## config.mk

```make
export PLATFORM = sky130hd
export DESIGN_NAME = ror_amt_encoder_flat
export DESIGN_NICKNAME = d
export VERILOG_FILES = /design/src/rtl/ror_amt_encoder_if.sv /design/src/rtl/ror_amt_encoder.sv /design/src/flat_wrapper.sv
export SDC_FILE = /design/constraint.sdc
export NUM_CORES = 1
export LEC_CHECK = 0
export BUFFER_PORTS_ARGS = -buffer_cell sky130_fd_sc_hd__buf_4
export CORE_UTILIZATION = 53
export DETAILED_ROUTE_END_ITERATION = 7
export PLACE_DENSITY_LB_ADDON = 0.1
export RECOVER_POWER = 50
export SKIP_CTS_REPAIR_TIMING = 1
export SYNTH_ARGS = -nofsm -noshare
export SYNTH_HDL_FRONTEND = slang
export SYNTH_SLANG_ARGS = --single-unit
```

## constraint.sdc

```tcl
create_clock -name clk -period 2.77 [get_ports clk]
set_input_delay 0.277 -clock clk [delete_from_list [all_inputs] [get_ports clk]]
set_output_delay 0.277 -clock clk [all_outputs]
set_load 0.02 [all_outputs]
```

## src/rtl/ror_amt_encoder_if.sv

```systemverilog
// Handshake bundle between a request source, the base-3 amount encoder and the rotator.
// The slave modport is the encoder's view; the master modport is the driving side.
interface ror_amt_encoder_if;
  logic        in_valid;
  logic        in_ready;
  logic [15:0] in_a;
  logic [3:0]  in_amt;
  logic        in_rol;
  logic        out_valid;
  logic        out_ready;
  logic [15:0] out_a;
  logic [5:0]  out_base3_b;

  modport slave (
    input  in_valid, in_a, in_amt, in_rol, out_ready,
    output in_ready, out_valid, out_a, out_base3_b
  );

  modport master (
    output in_valid, in_a, in_amt, in_rol, out_ready,
    input  in_ready, out_valid, out_a, out_base3_b
  );
endinterface

```

## src/rtl/ror_amt_encoder.sv

```systemverilog
// Converts a 4-bit rotate amount/direction into a right-rotate amount encoded as three
// base-3 trits, one trit per cycle, and holds operand plus code until consumed.
module ror_amt_encoder (
  input  logic                  clk,
  input  logic                  rst,
  ror_amt_encoder_if.slave      bus
);

  typedef enum logic [2:0] {
    IDLE  = 3'd0,
    CONV0 = 3'd1,
    CONV1 = 3'd2,
    CONV2 = 3'd3,
    HOLD  = 3'd4
  } state_t;

  state_t      state_q, state_d;
  logic [15:0] opnd_q, opnd_d;
  logic [3:0]  r_q, r_d;
  logic [1:0]  t0_q, t0_d;
  logic [1:0]  t1_q, t1_d;
  logic        out_valid_q, out_valid_d;
  logic [15:0] out_a_q, out_a_d;
  logic [5:0]  out_b_q, out_b_d;

  logic [3:0]  eff;
  logic [3:0]  r_div3;
  logic [3:0]  r_mod3;

  // Left rotate by n equals right rotate by (16 - n) mod 16, i.e. the 4-bit negate.
  assign eff    = bus.in_rol ? (4'd0 - bus.in_amt) : bus.in_amt;
  assign r_div3 = r_q / 4'd3;
  assign r_mod3 = r_q % 4'd3;

  always_comb begin
    state_d     = state_q;
    opnd_d      = opnd_q;
    r_d         = r_q;
    t0_d        = t0_q;
    t1_d        = t1_q;
    out_valid_d = out_valid_q;
    out_a_d     = out_a_q;
    out_b_d     = out_b_q;
    case (state_q)
      IDLE: begin
        if (bus.in_valid) begin
          opnd_d  = bus.in_a;
          r_d     = eff;
          state_d = CONV0;
        end
      end
      CONV0: begin
        t0_d    = r_mod3[1:0];
        r_d     = r_div3;
        state_d = CONV1;
      end
      CONV1: begin
        t1_d    = r_mod3[1:0];
        r_d     = r_div3;
        state_d = CONV2;
      end
      CONV2: begin
        out_a_d     = opnd_q;
        out_b_d     = {r_mod3[1:0], t1_q, t0_q};
        out_valid_d = 1'b1;
        state_d     = HOLD;
      end
      HOLD: begin
        if (bus.out_ready) begin
          out_valid_d = 1'b0;
          state_d     = IDLE;
        end
      end
      default: begin
        out_valid_d = 1'b0;
        state_d     = IDLE;
      end
    endcase
  end

  always_ff @(posedge clk or posedge rst) begin
    if (rst) begin
      state_q     <= IDLE;
      opnd_q      <= '0;
      r_q         <= '0;
      t0_q        <= '0;
      t1_q        <= '0;
      out_valid_q <= 1'b0;
      out_a_q     <= '0;
      out_b_q     <= '0;
    end else begin
      state_q     <= state_d;
      opnd_q      <= opnd_d;
      r_q         <= r_d;
      t0_q        <= t0_d;
      t1_q        <= t1_d;
      out_valid_q <= out_valid_d;
      out_a_q     <= out_a_d;
      out_b_q     <= out_b_d;
    end
  end

  assign bus.in_ready    = (state_q == IDLE);
  assign bus.out_valid   = out_valid_q;
  assign bus.out_a       = out_a_q;
  assign bus.out_base3_b = out_b_q;

endmodule
```

## src/flat_wrapper.sv

```systemverilog
// flat-port wrapper written by rule: the top's interface ports become plain ports
module ror_amt_encoder_flat 
  (clk, rst, bus_in_valid, bus_in_a, bus_in_amt, bus_in_rol, bus_out_ready, bus_in_ready, bus_out_valid, bus_out_a, bus_out_base3_b);
  ror_amt_encoder_if bus_i ();
  input  logic clk;
  input  logic rst;
  input wire logic [$bits(bus_i.in_valid)-1:0] bus_in_valid;
  input wire logic [$bits(bus_i.in_a)-1:0] bus_in_a;
  input wire logic [$bits(bus_i.in_amt)-1:0] bus_in_amt;
  input wire logic [$bits(bus_i.in_rol)-1:0] bus_in_rol;
  input wire logic [$bits(bus_i.out_ready)-1:0] bus_out_ready;
  output wire logic [$bits(bus_i.in_ready)-1:0] bus_in_ready;
  output wire logic [$bits(bus_i.out_valid)-1:0] bus_out_valid;
  output wire logic [$bits(bus_i.out_a)-1:0] bus_out_a;
  output wire logic [$bits(bus_i.out_base3_b)-1:0] bus_out_base3_b;
  assign bus_i.in_valid = bus_in_valid;
  assign bus_i.in_a = bus_in_a;
  assign bus_i.in_amt = bus_in_amt;
  assign bus_i.in_rol = bus_in_rol;
  assign bus_i.out_ready = bus_out_ready;
  assign bus_in_ready = bus_i.in_ready;
  assign bus_out_valid = bus_i.out_valid;
  assign bus_out_a = bus_i.out_a;
  assign bus_out_base3_b = bus_i.out_base3_b;
  ror_amt_encoder u_core (.clk(clk), .rst(rst), .bus(bus_i));
endmodule
```

Word-level counts from Yosys, hierarchy flattened
Index checks and enable logic that the tools add are counted.
{ "classes": {"eq_ne": 6, "muxes": 8, "div_mod_pow": 2, "reduce_logical": 8, "addsub": 1, "bitwise_logic": 1} }
{ "op_table": {"columns": ["operator", "n"], "rows": [
  ["one-hot mux 3 bit (5 select lines)", 1],
  ["2-to-1 mux 4 bit", 2],
  ["one-hot mux 4 bit (2 select lines)", 1],
  ["AND reduction 2 bit", 4],
  ["== test 3 x 2 -> 1 bit, second input constant", 2],
  ["2-to-1 mux 3 bit", 2],
  ["divider 4 x 2 -> 4 bit, second input constant", 1],
  ["modulo 4 x 2 -> 4 bit, second input constant", 1],
  ["!= test 2 bit, second input constant", 2],
  ["subtractor 1 x 4 -> 4 bit, first input constant", 1],
  ["== test 3 x 1 -> 1 bit, second input constant", 1],
  ["== test 3 bit, second input constant", 1],
  ["logical NOT 3 bit", 1],
  ["one-hot mux 1 bit (3 select lines)", 1],
  ["OR reduction 3 bit", 1],
  ["nonzero test 2 bit", 1],
  ["OR reduction 2 bit", 1],
  ["2-to-1 mux 1 bit", 1],
  ["NOT 1 bit", 1]
]} }
{ "word_totals": {"out_inout_bits": 24, "wordCells": 34, "inputBits": 25, "reg_bits": 50} }

Depth between registers and ports, before layout
{ "depth": {"word_depth": 4, "mapped_depth": 12, "mapped_depth_nobuf": 12} }

Worst setup path before layout
Ideal clock, no wire load.
{ "synth_timing": {"path_type": "register to register", "from": "register u_core.r_q[3]", "to": "register u_core.t1_q[1]", "n_path_buf": 0, "setup_ns": 0.095, "period_less_slack_ns": 2.407, "setup_slack_ns": 0.363, "t_arrival_ns": 2.311, "path_stages_with_launch": 13, "required_time_ns": 2.675, "cell_sequence": "dfrtp_1 -> nand2b_1 -> inv_1 -> ha_1 -> inv_1 -> ha_1 -> or2_2 -> o21ai_0 -> ha_1 -> nor4b_1 -> a41oi_2 -> and3b_1 -> o31ai_1"} }
{ "synth_via": {"elab_chain_len": 1} }
{ "synth_rtl": {"columns": ["item", "line", "source"], "rows": [
  ["start, declared", "ror_amt_encoder.sv:19", "logic [3:0] r_q, r_d;"],
  ["start signal, assigned", "ror_amt_encoder.sv:94", "r_q <= r_d;"],
  ["modulo 4 x 2 -> 4 bit", "ror_amt_encoder.sv:33", "assign r_mod3 = r_q % 4'd3;"],
  ["end signal, assigned", "ror_amt_encoder.sv:96", "t1_q <= t1_d;"],
  ["end, declared", "ror_amt_encoder.sv:21", "logic [1:0] t1_q, t1_d;"]
]} }
No other way between the ends.
A chain may end at the register's enable or synchronous reset.

Worst setup path after layout
{ "layout_timing": {"from": "register u_core.r_q[3]", "to": "register u_core.out_b_q[4] (netlist: u_core.bus.out_base3_b[4])"} }
{ "layout_via": {"elab_chain_len": 1} }
{ "layout_rtl": {"columns": ["item", "line", "source"], "rows": [
  ["modulo 4 x 2 -> 4 bit", "ror_amt_encoder.sv:33", null],
  ["end signal, assigned", "ror_amt_encoder.sv:99", "out_b_q <= out_b_d;"],
  ["end, declared", "ror_amt_encoder.sv:24", "logic [5:0] out_b_q, out_b_d;"]
]} }
No other way between the ends.

==> qor.yml <==
yosys:
  ys_async_sr_fraction_pct: 100
  synthesis.nets: 233
  seq_area_frac_synth_pct: 56.5
  netlist_area_sq_um: 2220
  yosysWarnings: 0
  synth_cell_types: 37
  syn_area_per_cell_sq_um: 10.9
  synthCells: 204
  synth_enable_flop_cells: 0
  synth-seq-cells: 50
  synth_ff_type: "dfrtp_1"
pwr:
  power_density_nw_per_um2: 1170
  seq_power_share_pct: 41.1
  finalPower_mw: 3.14
  switching_share_pct: 39.9
  peakVddDrop_mv: 0.575
  p_switching_mw: 1.25
  combPwrFrac_pct: 45.6
  p_leak_nw: 1.35
  power_frac_clock_pct: 13.3
  cell_internal_pwr_mw: 1.89
worst_hold_path:
  hp-class: "in2reg"
die:
  pin_count: 49
  dieArea_sq_um: 4440
  die_x_microns: 66.7
  die_h_microns: 66.7
  start_util_pct: 55.4
  coreArea_sq_um: 4000
  num_rows: 23
critical_path:
  worstPathArrival_ns: 2.89
  cp-end-kind: "register"
  r2r_setup_slack_ns: 0.11
  critPathRequiredTime_ns: 3.00
  crit_path_max_fanout: 6
  path_class: "reg2reg"
  worst_setup_path_start_kind: "register"
timing:
  setup_viol: 0
  hold_viol: 0
  worst_slew_pin_slew_ns: 1.84
  slew_viol_final: 51
  max_slew_margin_pct: -22.9
  max_clock_freq_ghz: 0.377
  rsz0062_at_grt: "true"
  finClkSkew_ns: 0.0119
  min_period_ns: 2.66
  fin_crit_sh_pct: 95.9
  layout_setup_ws_ns: 0.115
final_layout:
  seq_area_sq_um: 1250
  final_cell_mix: "nand2_1, dfrtp_1, buf_4"
  fin_util_pct: 67.3
  fin_nets: 286
  final_common_cell: "nand2_1"
  multi_input_area_sq_um: 896
  layout-drive-gt1-share_pct: 33.7
  nFillCells: 339
  syn2layout_area_growth_pct: 21.5
  antenna_cells: 0
global_route:
  grt_pass1_wl_microns: 6850
  grt_pass1_vias: 1479
  antenna_found_initial: 0
  grt_overflow: 0
  grt_usage_pct: 20.9
  grt_max_degree: 51
placed_design:
  dp_hpwl_microns: 2720
  place_ws_ns: 0.0892
  port_buffers: 48
  gp_congestion: 0.856
drt:
  wl_per_cell_microns: 13.4
  antenna_left: 0
  drt_iter0_drc: 73
  via_per_inst: 5.14
  first_pass_iters: 5
  num_vias: 1582
  post-route-drc-count: 0
  wl_microns: 4130
clock_tree:
  root_buffer: "clkbuf_8"
  clkSinkCount: 50
  numCtsBuffers: 5
  h-tree-depth: 2
  cts_tree: "done"
  clk_latency_ns: 0.30
  clock_path_buffers: 2
  clkTransAtPathRegs_ns: 0.10
outcome:
  status: "finished, violations left"
  violations: "max-capacitance violations, max-slew violations"
flow_run:
  drv_cap: 1
per-layer routing:
metal / global-route usage [%] / wire (microns) / up-vias
li1: - / - / 783
met1: 28.2 / 1960 / 760
met2: 33.7 / 1960 / 35
met3: 4.62 / 182 / 4
met4: 5.59 / 34 / 0
met5: 0 / 0 / -
cell families (layout without fill, tap and decap cells):
family	count (synthesis)	after routing	synth area share (%)
and+or+nand+nor	93	93	19.7
DFF	50	50	56.5
muxes	21	21	10.6
AOI/OAI and AO/OA	17	17	5.65
buffers and inverters	16	70	4.12
adders and majority gates	4	4	2.26
xor gates and xnor gates	3	3	1.19
final cells by class:
cell class	instances	share of cell area (%)
clock buffer	6	2.70
clock inverter	2	0.511
inverter	9	1.30
multi-input combinational	138	33.3
sequential	50	46.5
tap	50	2.32
timing repair buffer	53	13.4
stage by stage:
stage          cell area, sq um  cells  setup TNS (ns)  hold slack [ns]
2_1_floorplan              2220    204               0            0.382
3_3_place_gp               2590    296               0            0.454
3_5_place_dp               2590    296               0            0.459
4_1_cts                    2680    304               0            0.152
5_1_grt                    2690    308         -0.0409            0.155
6_report                   2690    308               0            0.156
power groups by stage:
| stage | sequential [mW] | combinational [mW] | clock (mW) |
|---|---|---|---|
| 5_1_grt | 1.34 | 1.60 | 0.463 |
| 2_1_floorplan | 1.43 | 0.877 | 0 |
| 6_report | 1.29 | 1.43 | 0.418 |
| 3_5_place_dp | 1.30 | 1.45 | 0 |
| 4_1_cts | 1.29 | 1.45 | 0.431 |
| 3_3_place_gp | 1.29 | 1.41 | 0 |
path summary, 6_finish.rpt:
check                      cells past startpoint              start                         to
setup / recovery                              13      u_core.r_q[3]  u_core.bus.out_base3_b[4]
setup reg to reg                              13      u_core.r_q[3]  u_core.bus.out_base3_b[4]
max in group asynchronous                      2                rst              u_core.r_q[3]
min in group asynchronous                      2                rst  u_core.bus.out_base3_b[1]
hold reg to reg                                2  u_core.opnd_q[10]          u_core.opnd_q[10]
hold / removal                                 3        bus_in_a[2]           u_core.opnd_q[2]
flip-flops by register name, summed over array words and instances (netlist names):
name                    count
u_core.state_q              3
u_core.bus.out_valid        1
u_core.bus.out_a           16
u_core.t0_q                 2
u_core.bus.out_base3_b      6
u_core.opnd_q              16
u_core.t1_q                 2
u_core.r_q                  4
worst max-delay path, cell delays in order, from the launching register on:
cell      delay [ns]
dfrtp_2         0.41
nand2b_4        0.14
inv_1           0.04
ha_1            0.16
inv_1           0.05
ha_2            0.22
or2_2           0.12
o21ai_0         0.14
ha_2            0.24
nor4b_2         0.33
a41oi_2         0.13
buf_4           0.21
or3_1           0.30
nand3_1         0.09
cell usage after synthesis (2+ instances only):
library cell	n	area (sq um)
nand2_1	60	225
dfrtp_1	50	1250
mux2_2	20	225
inv_1	8	30.0
nand3_1	6	30.0
ha_1	4	50.1
nand2b_1	4	25.0
nor2_1	4	15.0
o31ai_1	4	30.0
a21oi_1	3	15.0
buf_2	3	15.0
buf_6	3	33.8
o21ai_0	3	15.0
or3_1	3	18.8
a31oi_1	2	12.5
nor2b_1	2	12.5
nor3_1	2	10.0
o211ai_1	2	15.0
or3b_2	2	17.5
xor2_1	2	17.5
(Power assumes the default switching activity.)
